--- src/rtl/regfile_write_arbiter_pkg.sv ---
// Shared types and default widths for the register-file write arbiter.
package regwr_pkg;
  typedef enum logic {IDLE = 1'b0, LOCKED = 1'b1} state_t;

  localparam int REG_ADDR_W = 5;
  localparam int REG_DATA_W = 64;
  localparam logic [REG_ADDR_W-1:0] ZERO_REG = 5'd31;
endpackage

--- src/rtl/regfile_write_arbiter_if.sv ---
// Writeback bus between NUM_REQ requesters and the register-file write port.
interface regfile_write_arbiter_if #(
  parameter int NUM_REQ    = 4,
  parameter int DATA_WIDTH = 64,
  parameter int ADDR_WIDTH = 5
);
  logic [NUM_REQ-1:0]                 req_valid;
  logic [NUM_REQ-1:0]                 req_lock;
  logic [NUM_REQ-1:0][ADDR_WIDTH-1:0] req_addr;
  logic [NUM_REQ-1:0][DATA_WIDTH-1:0] req_data;
  logic [NUM_REQ-1:0]                 req_ready;
  logic                               hold;
  logic                               regWrite;
  logic [ADDR_WIDTH-1:0]              regAddr;
  logic [DATA_WIDTH-1:0]              writeData;
  logic                               locked;

  modport master (
    output req_valid, req_lock, req_addr, req_data, hold,
    input  req_ready, regWrite, regAddr, writeData, locked
  );
  modport slave (
    input  req_valid, req_lock, req_addr, req_data, hold,
    output req_ready, regWrite, regAddr, writeData, locked
  );
endinterface

--- src/rtl/regfile_write_arbiter_rr_pick.sv ---
// Combinational round-robin picker: first valid bit at or above ptr, wrapping.
module rr_pick #(
  parameter int NUM_REQ = 4,
  parameter int PW      = 2
) (
  input  logic [NUM_REQ-1:0] valid,
  input  logic [PW-1:0]      ptr,
  output logic [NUM_REQ-1:0] grant,
  output logic [PW-1:0]      idx,
  output logic               any
);
  always_comb begin
    int jj;
    logic [PW-1:0] j;
    grant = '0;
    idx   = '0;
    any   = 1'b0;
    jj    = 0;
    j     = '0;
    for (int i = 0; i < NUM_REQ; i++) begin
      jj = int'(ptr) + i;
      if (jj >= NUM_REQ) jj = jj - NUM_REQ;
      j = PW'(jj);
      if (!any && valid[j]) begin
        any      = 1'b1;
        grant[j] = 1'b1;
        idx      = j;
      end
    end
  end
endmodule

--- src/rtl/regfile_write_arbiter.sv ---
// Round-robin, burst-lockable arbiter for the single register-file write port.
// Optional REGWR_ZERO_REG_DROP_EN: accept but never write beats to address all-ones.
module regfile_write_arbiter
  import regwr_pkg::*;
#(
  parameter int NUM_REQ    = 4,
  parameter int DATA_WIDTH = REG_DATA_W,
  parameter int ADDR_WIDTH = REG_ADDR_W
) (
  input logic                   clk,
  input logic                   reset,
  regfile_write_arbiter_if.slave bus
);
  localparam int PW = (NUM_REQ > 1) ? $clog2(NUM_REQ) : 1;

  state_t            state, state_nx;
  logic [PW-1:0]     rr_ptr, lock_id, lock_id_nx, gnt_idx;
  logic [NUM_REQ-1:0] cand, gnt;
  logic              gnt_any, accept, zero_drop;

  // While locked, only the owner is a candidate, so the picker ignores rr_ptr.
  always_comb begin
    cand = bus.req_valid;
    if (state == LOCKED) cand = bus.req_valid & (NUM_REQ'(1) << lock_id);
  end

  rr_pick #(.NUM_REQ(NUM_REQ), .PW(PW)) u_pick (
    .valid (cand),
    .ptr   (rr_ptr),
    .grant (gnt),
    .idx   (gnt_idx),
    .any   (gnt_any)
  );

  assign accept        = gnt_any & ~bus.hold & ~reset;
  assign bus.req_ready = accept ? gnt : '0;
  assign bus.locked    = (state == LOCKED);

`ifdef REGWR_ZERO_REG_DROP_EN
  assign zero_drop = &bus.req_addr[gnt_idx];
`else
  assign zero_drop = 1'b0;
`endif

  always_comb begin
    state_nx   = state;
    lock_id_nx = lock_id;
    if (accept) begin
      case (state)
        IDLE:   if (bus.req_lock[gnt_idx]) begin
                  state_nx   = LOCKED;
                  lock_id_nx = gnt_idx;
                end
        LOCKED: if (!bus.req_lock[gnt_idx]) state_nx = IDLE;
        default: state_nx = IDLE;
      endcase
    end
  end

  always_ff @(posedge clk or posedge reset) begin
    if (reset) begin
      state   <= IDLE;
      lock_id <= '0;
      rr_ptr  <= '0;
    end else begin
      state   <= state_nx;
      lock_id <= lock_id_nx;
      // Inside a burst gnt_idx is always lock_id, so rr_ptr stays put.
      if (accept) rr_ptr <= (gnt_idx == PW'(NUM_REQ - 1)) ? '0 : gnt_idx + PW'(1);
    end
  end

  always_ff @(posedge clk or posedge reset) begin
    if (reset) begin
      bus.regWrite  <= 1'b0;
      bus.regAddr   <= '0;
      bus.writeData <= '0;
    end else begin
      bus.regWrite <= accept & ~zero_drop;
      if (accept) begin
        bus.regAddr   <= bus.req_addr[gnt_idx];
        bus.writeData <= bus.req_data[gnt_idx];
      end
    end
  end
endmodule

--- src/flat_wrapper.sv ---
// flat-port wrapper written by rule: the top's interface ports become plain ports
module regfile_write_arbiter_flat import regwr_pkg::*;
#(
  parameter int NUM_REQ    = 4,
  parameter int DATA_WIDTH = REG_DATA_W,
  parameter int ADDR_WIDTH = REG_ADDR_W
)
  (clk, reset, bus_req_valid, bus_req_lock, bus_req_addr, bus_req_data, bus_hold, bus_req_ready, bus_regWrite, bus_regAddr, bus_writeData, bus_locked);
  regfile_write_arbiter_if #(.NUM_REQ(NUM_REQ), .DATA_WIDTH(DATA_WIDTH), .ADDR_WIDTH(ADDR_WIDTH)) bus_i ();
  input logic clk;
  input logic reset;
  input wire logic [$bits(bus_i.req_valid)-1:0] bus_req_valid;
  input wire logic [$bits(bus_i.req_lock)-1:0] bus_req_lock;
  input wire logic [$bits(bus_i.req_addr)-1:0] bus_req_addr;
  input wire logic [$bits(bus_i.req_data)-1:0] bus_req_data;
  input wire logic [$bits(bus_i.hold)-1:0] bus_hold;
  output wire logic [$bits(bus_i.req_ready)-1:0] bus_req_ready;
  output wire logic [$bits(bus_i.regWrite)-1:0] bus_regWrite;
  output wire logic [$bits(bus_i.regAddr)-1:0] bus_regAddr;
  output wire logic [$bits(bus_i.writeData)-1:0] bus_writeData;
  output wire logic [$bits(bus_i.locked)-1:0] bus_locked;
  assign bus_i.req_valid = bus_req_valid;
  assign bus_i.req_lock = bus_req_lock;
  assign bus_i.req_addr = bus_req_addr;
  assign bus_i.req_data = bus_req_data;
  assign bus_i.hold = bus_hold;
  assign bus_req_ready = bus_i.req_ready;
  assign bus_regWrite = bus_i.regWrite;
  assign bus_regAddr = bus_i.regAddr;
  assign bus_writeData = bus_i.writeData;
  assign bus_locked = bus_i.locked;
  regfile_write_arbiter #(.NUM_REQ(NUM_REQ), .DATA_WIDTH(DATA_WIDTH), .ADDR_WIDTH(ADDR_WIDTH)) u_core (.clk(clk), .reset(reset), .bus(bus_i));
endmodule
--- config.mk ---
export PLATFORM = sky130hd
export DESIGN_NAME = regfile_write_arbiter_flat
export DESIGN_NICKNAME = d
export VERILOG_FILES = /design/src/rtl/regfile_write_arbiter_pkg.sv /design/src/rtl/regfile_write_arbiter_if.sv /design/src/rtl/regfile_write_arbiter_rr_pick.sv /design/src/rtl/regfile_write_arbiter.sv /design/src/flat_wrapper.sv
export SDC_FILE = /design/constraint.sdc
export NUM_CORES = 1
export LEC_CHECK = 0
export CAP_MARGIN = 10
export CORE_AREA = 3 3 140 142
export CTS_CLUSTER_DIAMETER = 120
export DETAILED_ROUTE_END_ITERATION = 8
export DIE_AREA = 0 0 143 145
export PLACE_DENSITY = 0.73
export SETUP_SLACK_MARGIN = 0.5
export SLEW_MARGIN = 20
export SYNTH_ARGS = -nofsm -noshare
export SYNTH_HDL_FRONTEND = slang
export SYNTH_SLANG_ARGS = --single-unit
export TNS_END_PERCENT = 5
--- constraint.sdc ---
create_clock -name clk -period 2.8 [get_ports clk]
set_input_delay 0.42 -clock clk [delete_from_list [all_inputs] [get_ports clk]]
set_output_delay 0.42 -clock clk [all_outputs]
set_load 0.02 [all_outputs]
After elaboration in Yosys (flattened, before gate mapping)
Index checks and enable logic that the tools add are counted.

storage, ports and cells
  register bits after elaboration = 75
  word-level logic and storage cells = 91
  bits of input ports = 287
  output and inout bits = 75

cells by class
  multiplexer cells = 42
  reduce and logical (&&, ||, !) cells = 11
  bitwise operators = 9
  order comparisons = 13
  shift operators = 1
  $add $sub $neg = 8
  equal/unequal tests = 1

operator list
  operator               number
  $bmux W64 S2           1
  $mux W64               1
  $mux W4                6
  $mux W2                9
  $lt A2 B3 Y1 const B   5
  $mux W1                14
  $or A4 B4 Y4           3
  $bmux W1 S2            5
  $bmux W5 S2            1
  $ge A3 B3 Y1 const B   3
  $demux W1 S2           4
  $ge A2 B1 Y1 const B   4
  $sub A2 B1 Y2 const B  4
  $logic_and A1 B1 Y1    7
  $add A2 B2 Y3 const B  2
  $mux W5                1
  $and A4 B4 Y4          1
  $shl A1 B2 Y4 const A  1
  $add A2 B1 Y3 const B  1
  $ge A2 B3 Y1 const B   1
  $logic_not A1 Y1       3
  $not A1 Y1             3
  $reduce_and A3 Y1      1
  $add A2 B1 Y2 const B  1
  other kinds (2)        3

Longest topological paths before layout
Gate-level depths: netlist of run 1.

  word-level depth = 18
  mapped depth = 13
  gate-level depth less buffers = 10

Hierarchy
A second synthesis of run 1 with hierarchy kept.

unflattened totals
  cells, all modules = 456
  area, all modules = 5057.4 um^2

modules (own cells, without submodules)
  module                 cells each  instances  seq. area each (um^2)  area each (um^2)
  regfile_write_arbiter  411         1          1876.8                 4635.7
  rr_pick                45          1          0.0                    421.7

Worst setup path after synthesis of run 1
Ideal clock, no wire load.

  path type = register -> register
  start point = register u_core.rr_ptr[0]
  end point = register u_core.rr_ptr[1]
  clock period less this slack = 2733 ps
  stages on the path, launching flop included = 14
  buffers on the path = 3
  setup time = 131 ps
  slack = 67 ps
  arrival = 2603 ps
  required time = 2669 ps
  cell sequence = dfrtp_1 -> buf_6 -> inv_1 -> ha_1 -> inv_1 -> a221oi_4 -> nor3_2 -> nor2_4 -> buf_12 -> buf_12 -> inv_2 -> ha_1 -> nand2_1 -> o21ai_0

on the way
  word-level cells in the longest chain between the ends = 16
  elaborated cells between the ends (all ways) = 42
  classes of those cells = add/sub (8); order compare (4); eq/ne (1); mux (21); bitwise (2); reduce/logical (6)

RTL lines
  what                                                                    line                                 RTL
  start: declaration                                                      regfile_write_arbiter.sv:17          logic [PW-1:0] rr_ptr, lock_id, lock_id_nx, gnt_idx;
  start signal: assignment                                                regfile_write_arbiter.sv:69          if (accept) rr_ptr <= (gnt_idx == PW'(NUM_REQ - 1)) ? '0 : gnt_idx + PW'(1);
  parallel branches: the longest is 13 deep, another holds $add A2 B1 Y3  --
  $mux W2 *                                                               regfile_write_arbiter_rr_pick.sv:24  if (!any && valid[j]) begin
  net u_core.gnt_idx[0]                                                   regfile_write_arbiter.sv:17
  $add A2 B1 Y2 or $eq A2 B2 Y1 (tied branches)                           regfile_write_arbiter.sv:69
  $mux W2 *                                                               regfile_write_arbiter.sv:69

Mark *: on every way through the listed nets, which the timed path passes. The select of a mux whose other input is x is not followed.
A chain may end at the register's enable or synchronous reset.

Final worst setup path of run 1
  start point = register u_core.rr_ptr[0]
  end point = output bus_req_ready[2]

on the way
  word-level cells in the longest chain between the ends = 17
  elaborated cells between the ends (all ways) = 63
  classes of those cells = add/sub (7); order compare (12); mux (29); bitwise (5); reduce/logical (10)

RTL lines
  what                                                                    line                         RTL
  parallel branches: the longest is 16 deep, another holds $add A2 B1 Y3  --
  $mux W4 *                                                               regfile_write_arbiter.sv:36  assign bus.req_ready = accept ? gnt : '0;
  end: declaration                                                        flat_wrapper.sv:17           output wire logic [$bits(bus_i.req_ready)-1:0] bus_req_ready;

Every way passes the cells marked *. The select of a mux whose other input is x is not followed.

==> run metrics, run 1 <==
diodes inserted 0; RSZ-0062 raised after global routing true; failing checks setup timing; CTS tree built; vias in the first global route between 5000 and 6000; Core Region between 15000 and 20000 sq um; PD cells 1373 nW/um^2; Final Hold Vio Count 0; Layout area overhead 92.25%; GP Congestion 0.8913; DRC 0; crit path max fanout 4; async set-or-reset flop fraction in the synthesized netlist 100.0%; status finished, violations left; Post-synth top cells mux2i_1, nand2_1, dfrtp_1; Longest Clk Path Bufs 2; Mapped Area 5346 sq um; period utilization 104.2%; Pre-antenna DRT Iters 4; WHS 485.8 ps; Final setup viols 9; max-slew violation count 0; skew final 12.11 ps; CP arrival approximately 2500 ps; initial DRC count approximately 210; CTS Sinks 75; FMAX 0.3426 GHz; I/O Pins 362; Worst Path Required 2380 ps; Die Height 145 um; antenna viol nets, final 0; Post-synth EDFFs 0; Max-Cap Viols 0; Seq/Total Area, Yosys around a third; minimum clock period between 2000 and 3000 ps; clk slew on worst S/H paths 60 ps; CTS buffer count 9; PortBufs ~360; layout cell share with drive strength beyond 1 between 10% and 20%; WL/cell 19.29 um; prevailing post-synth register cell dfrtp_1; Yosys warning count 0; Slew @ Worst Pin 792.3 ps; final net count 1200; Post-Syn Nets 784; worst-skew pair later-pin latency 340 ps; Max VDD drop 0.8042 mV; first-pass GRT wire length 33330 um; top-count cell post-synth mux2i_1; H-tree levels 3; Die X approximately 140 um; Vias/cell 5.010; synth top area cells dfrtp_1, mux2i_1, o221ai_1; std cell rows 50; Slew headroom 47.12%; WL final approximately 22000 um; pre-CTS WS -476.6 ps; root buf cell clkbuf_16; via count 5727; largest net degree at the start of global routing 40; min-delay worst type reg -> reg; Final HPWL DP 16740 um; initial core utilization 28.77%; PnR worst setup slack -118.5 ps; Worst setup EP type primary output; GRT overflow 0; Crit Path Class reg -> out; Die Area 20740 sq um; post-synth top area share 35.10%; cell taking the most area after synthesis dfrtp_1; number of cells produced by synthesis 488; Worst setup SP type flop; register bit total from synthesis 75; total track usage 20.36%; initial antenna violation count 1; Avg Synthesized Cell Area 10.96 sq um; synth unique cells 52; leakage power around 4.6 nW
## routing by layer
metal / GRT usage [%] / part of all wire (%) / vias up
met1: 24.77 / 40 / 2752
met2: 36.09 / 53 / 219
met4: 4.230 / 1.2 / 2
met3: 5.109 / 6.6 / 18
li1: - / - / 2736
met5: 0 / 0.050 / -
## cell usage in the layout, fill, tap and decap left out, types with 2 or more instances in the layout
| cell | count |
|---|---|
| nand4bb_1 | 3 |
| inv_1 | 2 |
| o22a_1 | 2 |
| o21ai_1 | 2 |
| inv_2 | 2 |
| nand2_1 | 77 |
| nor2_1 | 4 |
| a222oi_1 | 4 |
| mux2i_2 | 8 |
| nand2_2 | 3 |
| o211a_1 | 4 |
| clkbuf_16 | 11 |
| a21oi_1 | 3 |
| a21oi_2 | 5 |
| buf_4 | 59 |
| o21ai_0 | 2 |
| inv_4 | 2 |
| bufinv_16 | 2 |
| o221ai_1 | 69 |
| ha_1 | 7 |
| buf_12 | 18 |
| nand4b_1 | 3 |
| clkbuf_1 | 2 |
| nand3_1 | 5 |
| buf_16 | 2 |
| mux2i_1 | 131 |
| dfrtp_1 | 74 |
| ha_4 | 2 |
| clkinv_4 | 2 |
| mux2i_4 | 4 |
| o211ai_1 | 2 |
| buf_6 | 6 |
| clkdlybuf4s50_1 | 356 |
## worst max-delay path, stage by stage, from the launching register on
cell	delay, ps
dfrtp_2	410
buf_6	120
or4b_4	510
buf_6	150
o2111ai_4	70
a221oi_4	120
buf_12	160
a222oi_1	370
a21oi_2	90
buf_4	170
## cells by family after synthesis
kind of cell / after synthesis / synth area share (%)
multiplexers: 143 / 27.08
AO/OA/AOI/OAI: 112 / 19.12
flip-flops: 75 / 35.10
AND/OR/NAND/NOR: 102 / 8.706
buffers and inverters: 47 / 7.887
adder cells (fa/ha/maj): 9 / 2.106
## what timing repair did
action,CTS,global route
resized for setup,33,21
cloned,1,2
setup buffers,7,12
setup endpoints to repair,79,79
endpoints found under the hold margin,0,0
pin swaps,11,10
hold buffers,0,0
## metrics by stage
step | cell area [sq um] | setup TNS [ps] | cells | total power [mW] | util, %
final | 10280 | -454.3 | 1143 | 14.11 | 55.32
after floorplan | 5404 | 0 | 488 | 8.497 | -
after detailed placement | 9542 | -32230 | 1105 | 11.41 | 51.35
after global routing | 10280 | -5941 | 1143 | 14.94 | 55.32
after global placement | 9542 | -29210 | 1105 | 11.31 | 51.35
after CTS | 9998 | -1102 | 1129 | 13.21 | 53.81
## flip-flops by register name, summed over array words and instances (netlist names)
register	flops
u_core.bus.writeData	64
u_core.bus.regAddr	5
u_core.lock_id	2
u_core.rr_ptr	2
u_core.bus.locked	1
u_core.bus.regWrite	1
## power by group
group	switching [mW]	leakage, nW	internal, mW
sequential	0.291	0.932	1.61
clock	0.491	0.154	0.789
combinational	4.97	3.50	5.96
## cell type report
class / count / area (sq um)
clock inverters: 5 / 86.33
well taps: 234 / 292.8
multi-input cells: 366 / 3201
inverters: 8 / 40.04
fillers: 1607 / 8302
flip-flops and latches: 75 / 1878
repair buffers: 444 / 4548
clock buffers: 11 / 232.7
## final timing paths
kind	from	end	slack, ps	depth (start not counted)
worst max-delay path	u_core.rr_ptr[0]	bus_req_ready[2]	-120	9
worst max register to register	u_core.rr_ptr[0]	u_core.bus.writeData[47]	-30	13
max in group asynchronous	reset	u_core.bus.writeData[45]	1540	3
worst min-delay path	u_core.bus.writeData[7]	u_core.bus.writeData[7]	490	2
min in group asynchronous	reset	u_core.rr_ptr[1]	580	2
worst min register to register	u_core.bus.writeData[7]	u_core.bus.writeData[7]	490	2
Power figures use the tool's default switching activity.
==> inputs of run 2 (changes only) <==
--- a/config.mk
+++ b/config.mk
@@ -12,6 +12,7 @@
 export DIE_AREA = 0 0 143 145
 export PLACE_DENSITY = 0.73
 export SETUP_SLACK_MARGIN = 0.5
+export SKIP_LAST_GASP = 1
 export SLEW_MARGIN = 20
 export SYNTH_ARGS = -nofsm -noshare
 export SYNTH_HDL_FRONTEND = slang
==> run 2 against run 1 <==
Net effect:
- fmax grew 0.93%
- setup slack gained 27 ps
- the flow still finishes with violations (setup timing)
- register-to-register slack lost 40 ps
- wire length grew 0.61%
- sequential power is essentially flat
- critical path type unchanged
- die area is the same
==> run metrics, run 2 (synthesized netlist as in run 1, its figures left out) <==
status finished, violations left; failing checks setup timing; CTS Sinks 75 (unchanged); antenna viol nets, final 0 (unchanged); Max VDD drop 0.8480 mV (+5.5%); PortBufs 361 (unchanged); Layout area overhead 91.11%; commonest non-fill, non-tap cell in the layout clkdlybuf4s50_1; Longest Clk Path Bufs 2 (unchanged); launch point of the worst reg-to-reg path u_core.rr_ptr[0]; Final Hold Vio Count 0 (unchanged); Worst Reg-to-Reg Cells 13 (unchanged); FMAX 0.3458 GHz (+0.93%); worst-skew pair later-pin latency 340 ps (about the same); Slew @ Worst Pin 800.2 ps (+7.847 ps); GRT overflow 0 (unchanged); Final setup viols 26 (+17); skew final 12.28 ps (+0.1736 ps); CP arrival 2470 ps (-30 ps); initial core utilization 28.77% (unchanged); WHS 485.8 ps (+0.007000 ps); root buf cell clkbuf_16; leakage power 4.591 nW (+0.17%); Die Height 145 um (unchanged); Slew headroom 46.66% (-0.46 points); initial DRC count 207 (-2.4%); final net count 1202 (+0.17%); via count 5766 (+0.68%); Worst Path Required 2380 ps (about the same); Max-Cap Viols 0 (unchanged); largest net degree at the start of global routing 40 (unchanged); hold-critical path depth 2 (unchanged); DRC 0 (unchanged); WL final 22180 um (+0.61%); most frequent cells in the layout clkdlybuf4s50_1, mux2i_1, nand2_1; Die X 143 um (unchanged); H-tree levels 3 (unchanged); clk slew on worst S/H paths 60 ps (about the same); period utilization 103.3% (-0.96 points); RSZ-0062 raised after global routing true; first-pass GRT wire length 33220 um (-0.35%); Largest register FFs 64 (unchanged); Crit Path Class reg -> out; total negative slack -891.3 ps (-437.0 ps); Post-DP Area 9542 sq um (unchanged); Worst setup SP type flop; PnR worst setup slack -91.71 ps (+26.82 ps); Top Registers u_core.bus.writeData (64), u_core.bus.regAddr (5); crit path max fanout 5 (+1); Pre-antenna DRT Iters 5 (+1); post-layout util 54.99% (-0.33 points); CTS buffer count 9 (unchanged); max-slew violation count 0 (unchanged); Post-CTS Hold Buffers 0 (unchanged); Die Area 20740 sq um (unchanged); diodes inserted 0 (unchanged); Vias/cell 5.036 (+0.51%); register ranked first by flip-flop count u_core.bus.writeData; total track usage 20.29% (-0.074 points); hold path start u_core.bus.writeData[7]; Worst Hold Path EP u_core.bus.writeData[7]; I/O Pins 362 (unchanged); RR Endpoint u_core.bus.writeData[47]; std cell rows 50 (unchanged); Final HPWL DP 16740 um (unchanged); min-delay worst type reg -> reg; vias in the first global route 5958 (-0.034%); Worst setup EP type primary output; r2r setup slk -70 ps (-40 ps); CTS tree built; minimum clock period 2892 ps (-26.82 ps); initial antenna violation count 1 (unchanged); layout cell share with drive strength beyond 1 15.15% (-0.80 points); PD cells 1370 nW/um^2 (-0.25%); Final Cell Area 10220 sq um (-0.60%); Core Region 18580 sq um (unchanged); GP Congestion 0.8913 (unchanged); WL/cell 19.37 um (+0.43%)
==> run 2: changes by cell type in the layout (fill, tap and decap cells not counted), moves of 2 or more <==
| cell | previous run | this run |
|---|---|---|
| buf_4 | 59 | 64 |
| mux2i_4 | 4 | 2 |
| mux2i_1 | 131 | 136 |
| mux2i_2 | 8 | 5 |
| buf_12 | 18 | 13 |
==> run 2: area by class of cell <==
type / instances / area (sq um)
inverter: 8 / 40.04
clock buffer: 11 / 232.7
sequential: 75 / 1878
fill: 1612 / 8363
clock inverter: 5 / 86.33
multi-input combinational: 366 / 3146
tap: 234 / 292.8
timing repair buffer: 446 / 4542
==> run 2: critical path, cell delays in order (launching register included) <==
cell and delay (ps):
dfrtp_2 410, buf_6 120, or4b_4 520, buf_6 150, o2111ai_4 70, a221oi_4 120, buf_4 170, a222oi_1 330
a21oi_2 80, buf_4 170
==> run 2: how the worst max path moves through the flow <==
stage               cells after the start  slack, ps                       end        startpoint
floorplan                              13        160          u_core.rr_ptr[1]  u_core.rr_ptr[0]
global placement                        9       -440          bus_req_ready[3]  bus_req_valid[0]
detailed placement                      8       -480          bus_req_ready[0]  bus_req_valid[0]
CTS                                    13        -80   u_core.bus.writeData[7]  u_core.rr_ptr[0]
global route                           13       -210  u_core.bus.writeData[41]  u_core.rr_ptr[0]
finish                                  9        -90          bus_req_ready[3]  u_core.rr_ptr[0]
==> run 2: power breakdown <==
part	leakage [nW]	switching, mW	internal (mW)
Sequential	0.932	0.291	1.61
Clock	0.154	0.495	0.789
Combinational	3.50	4.93	5.87
==> run 2: metrics by stage <==
step / worst slack, ps / power, mW / instances
after floorplan: 161.1 / 8.497 / 488
after global routing: -206.9 / 14.83 / 1145
after global placement: -442.2 / 11.31 / 1105
after detailed placement: -476.6 / 11.41 / 1105
final: -91.71 / 14.00 / 1145
after CTS: -76.06 / 13.17 / 1129
==> run 2: per-layer routing <==
layer / global-route usage (%) / part of all wire [%] / wire length, um
met2: 35.81 / 52 / 11620
met3: 5.142 / 6.3 / 1388
met4: 4.658 / 1.5 / 333
met1: 24.59 / 40 / 8832
met5: 0 / 0.050 / 11
==> run 2: what timing repair did <==
| item | in CTS | in global routing |
|---|---|---|
| buffers inserted | 7 | 13 |
| gates cloned | 1 | 3 |
| hold endpoints to repair | 0 | 0 |
| resized for setup | 28 | 14 |
| endpoints found under the setup margin | 79 | 79 |
| pin swaps | 11 | 5 |
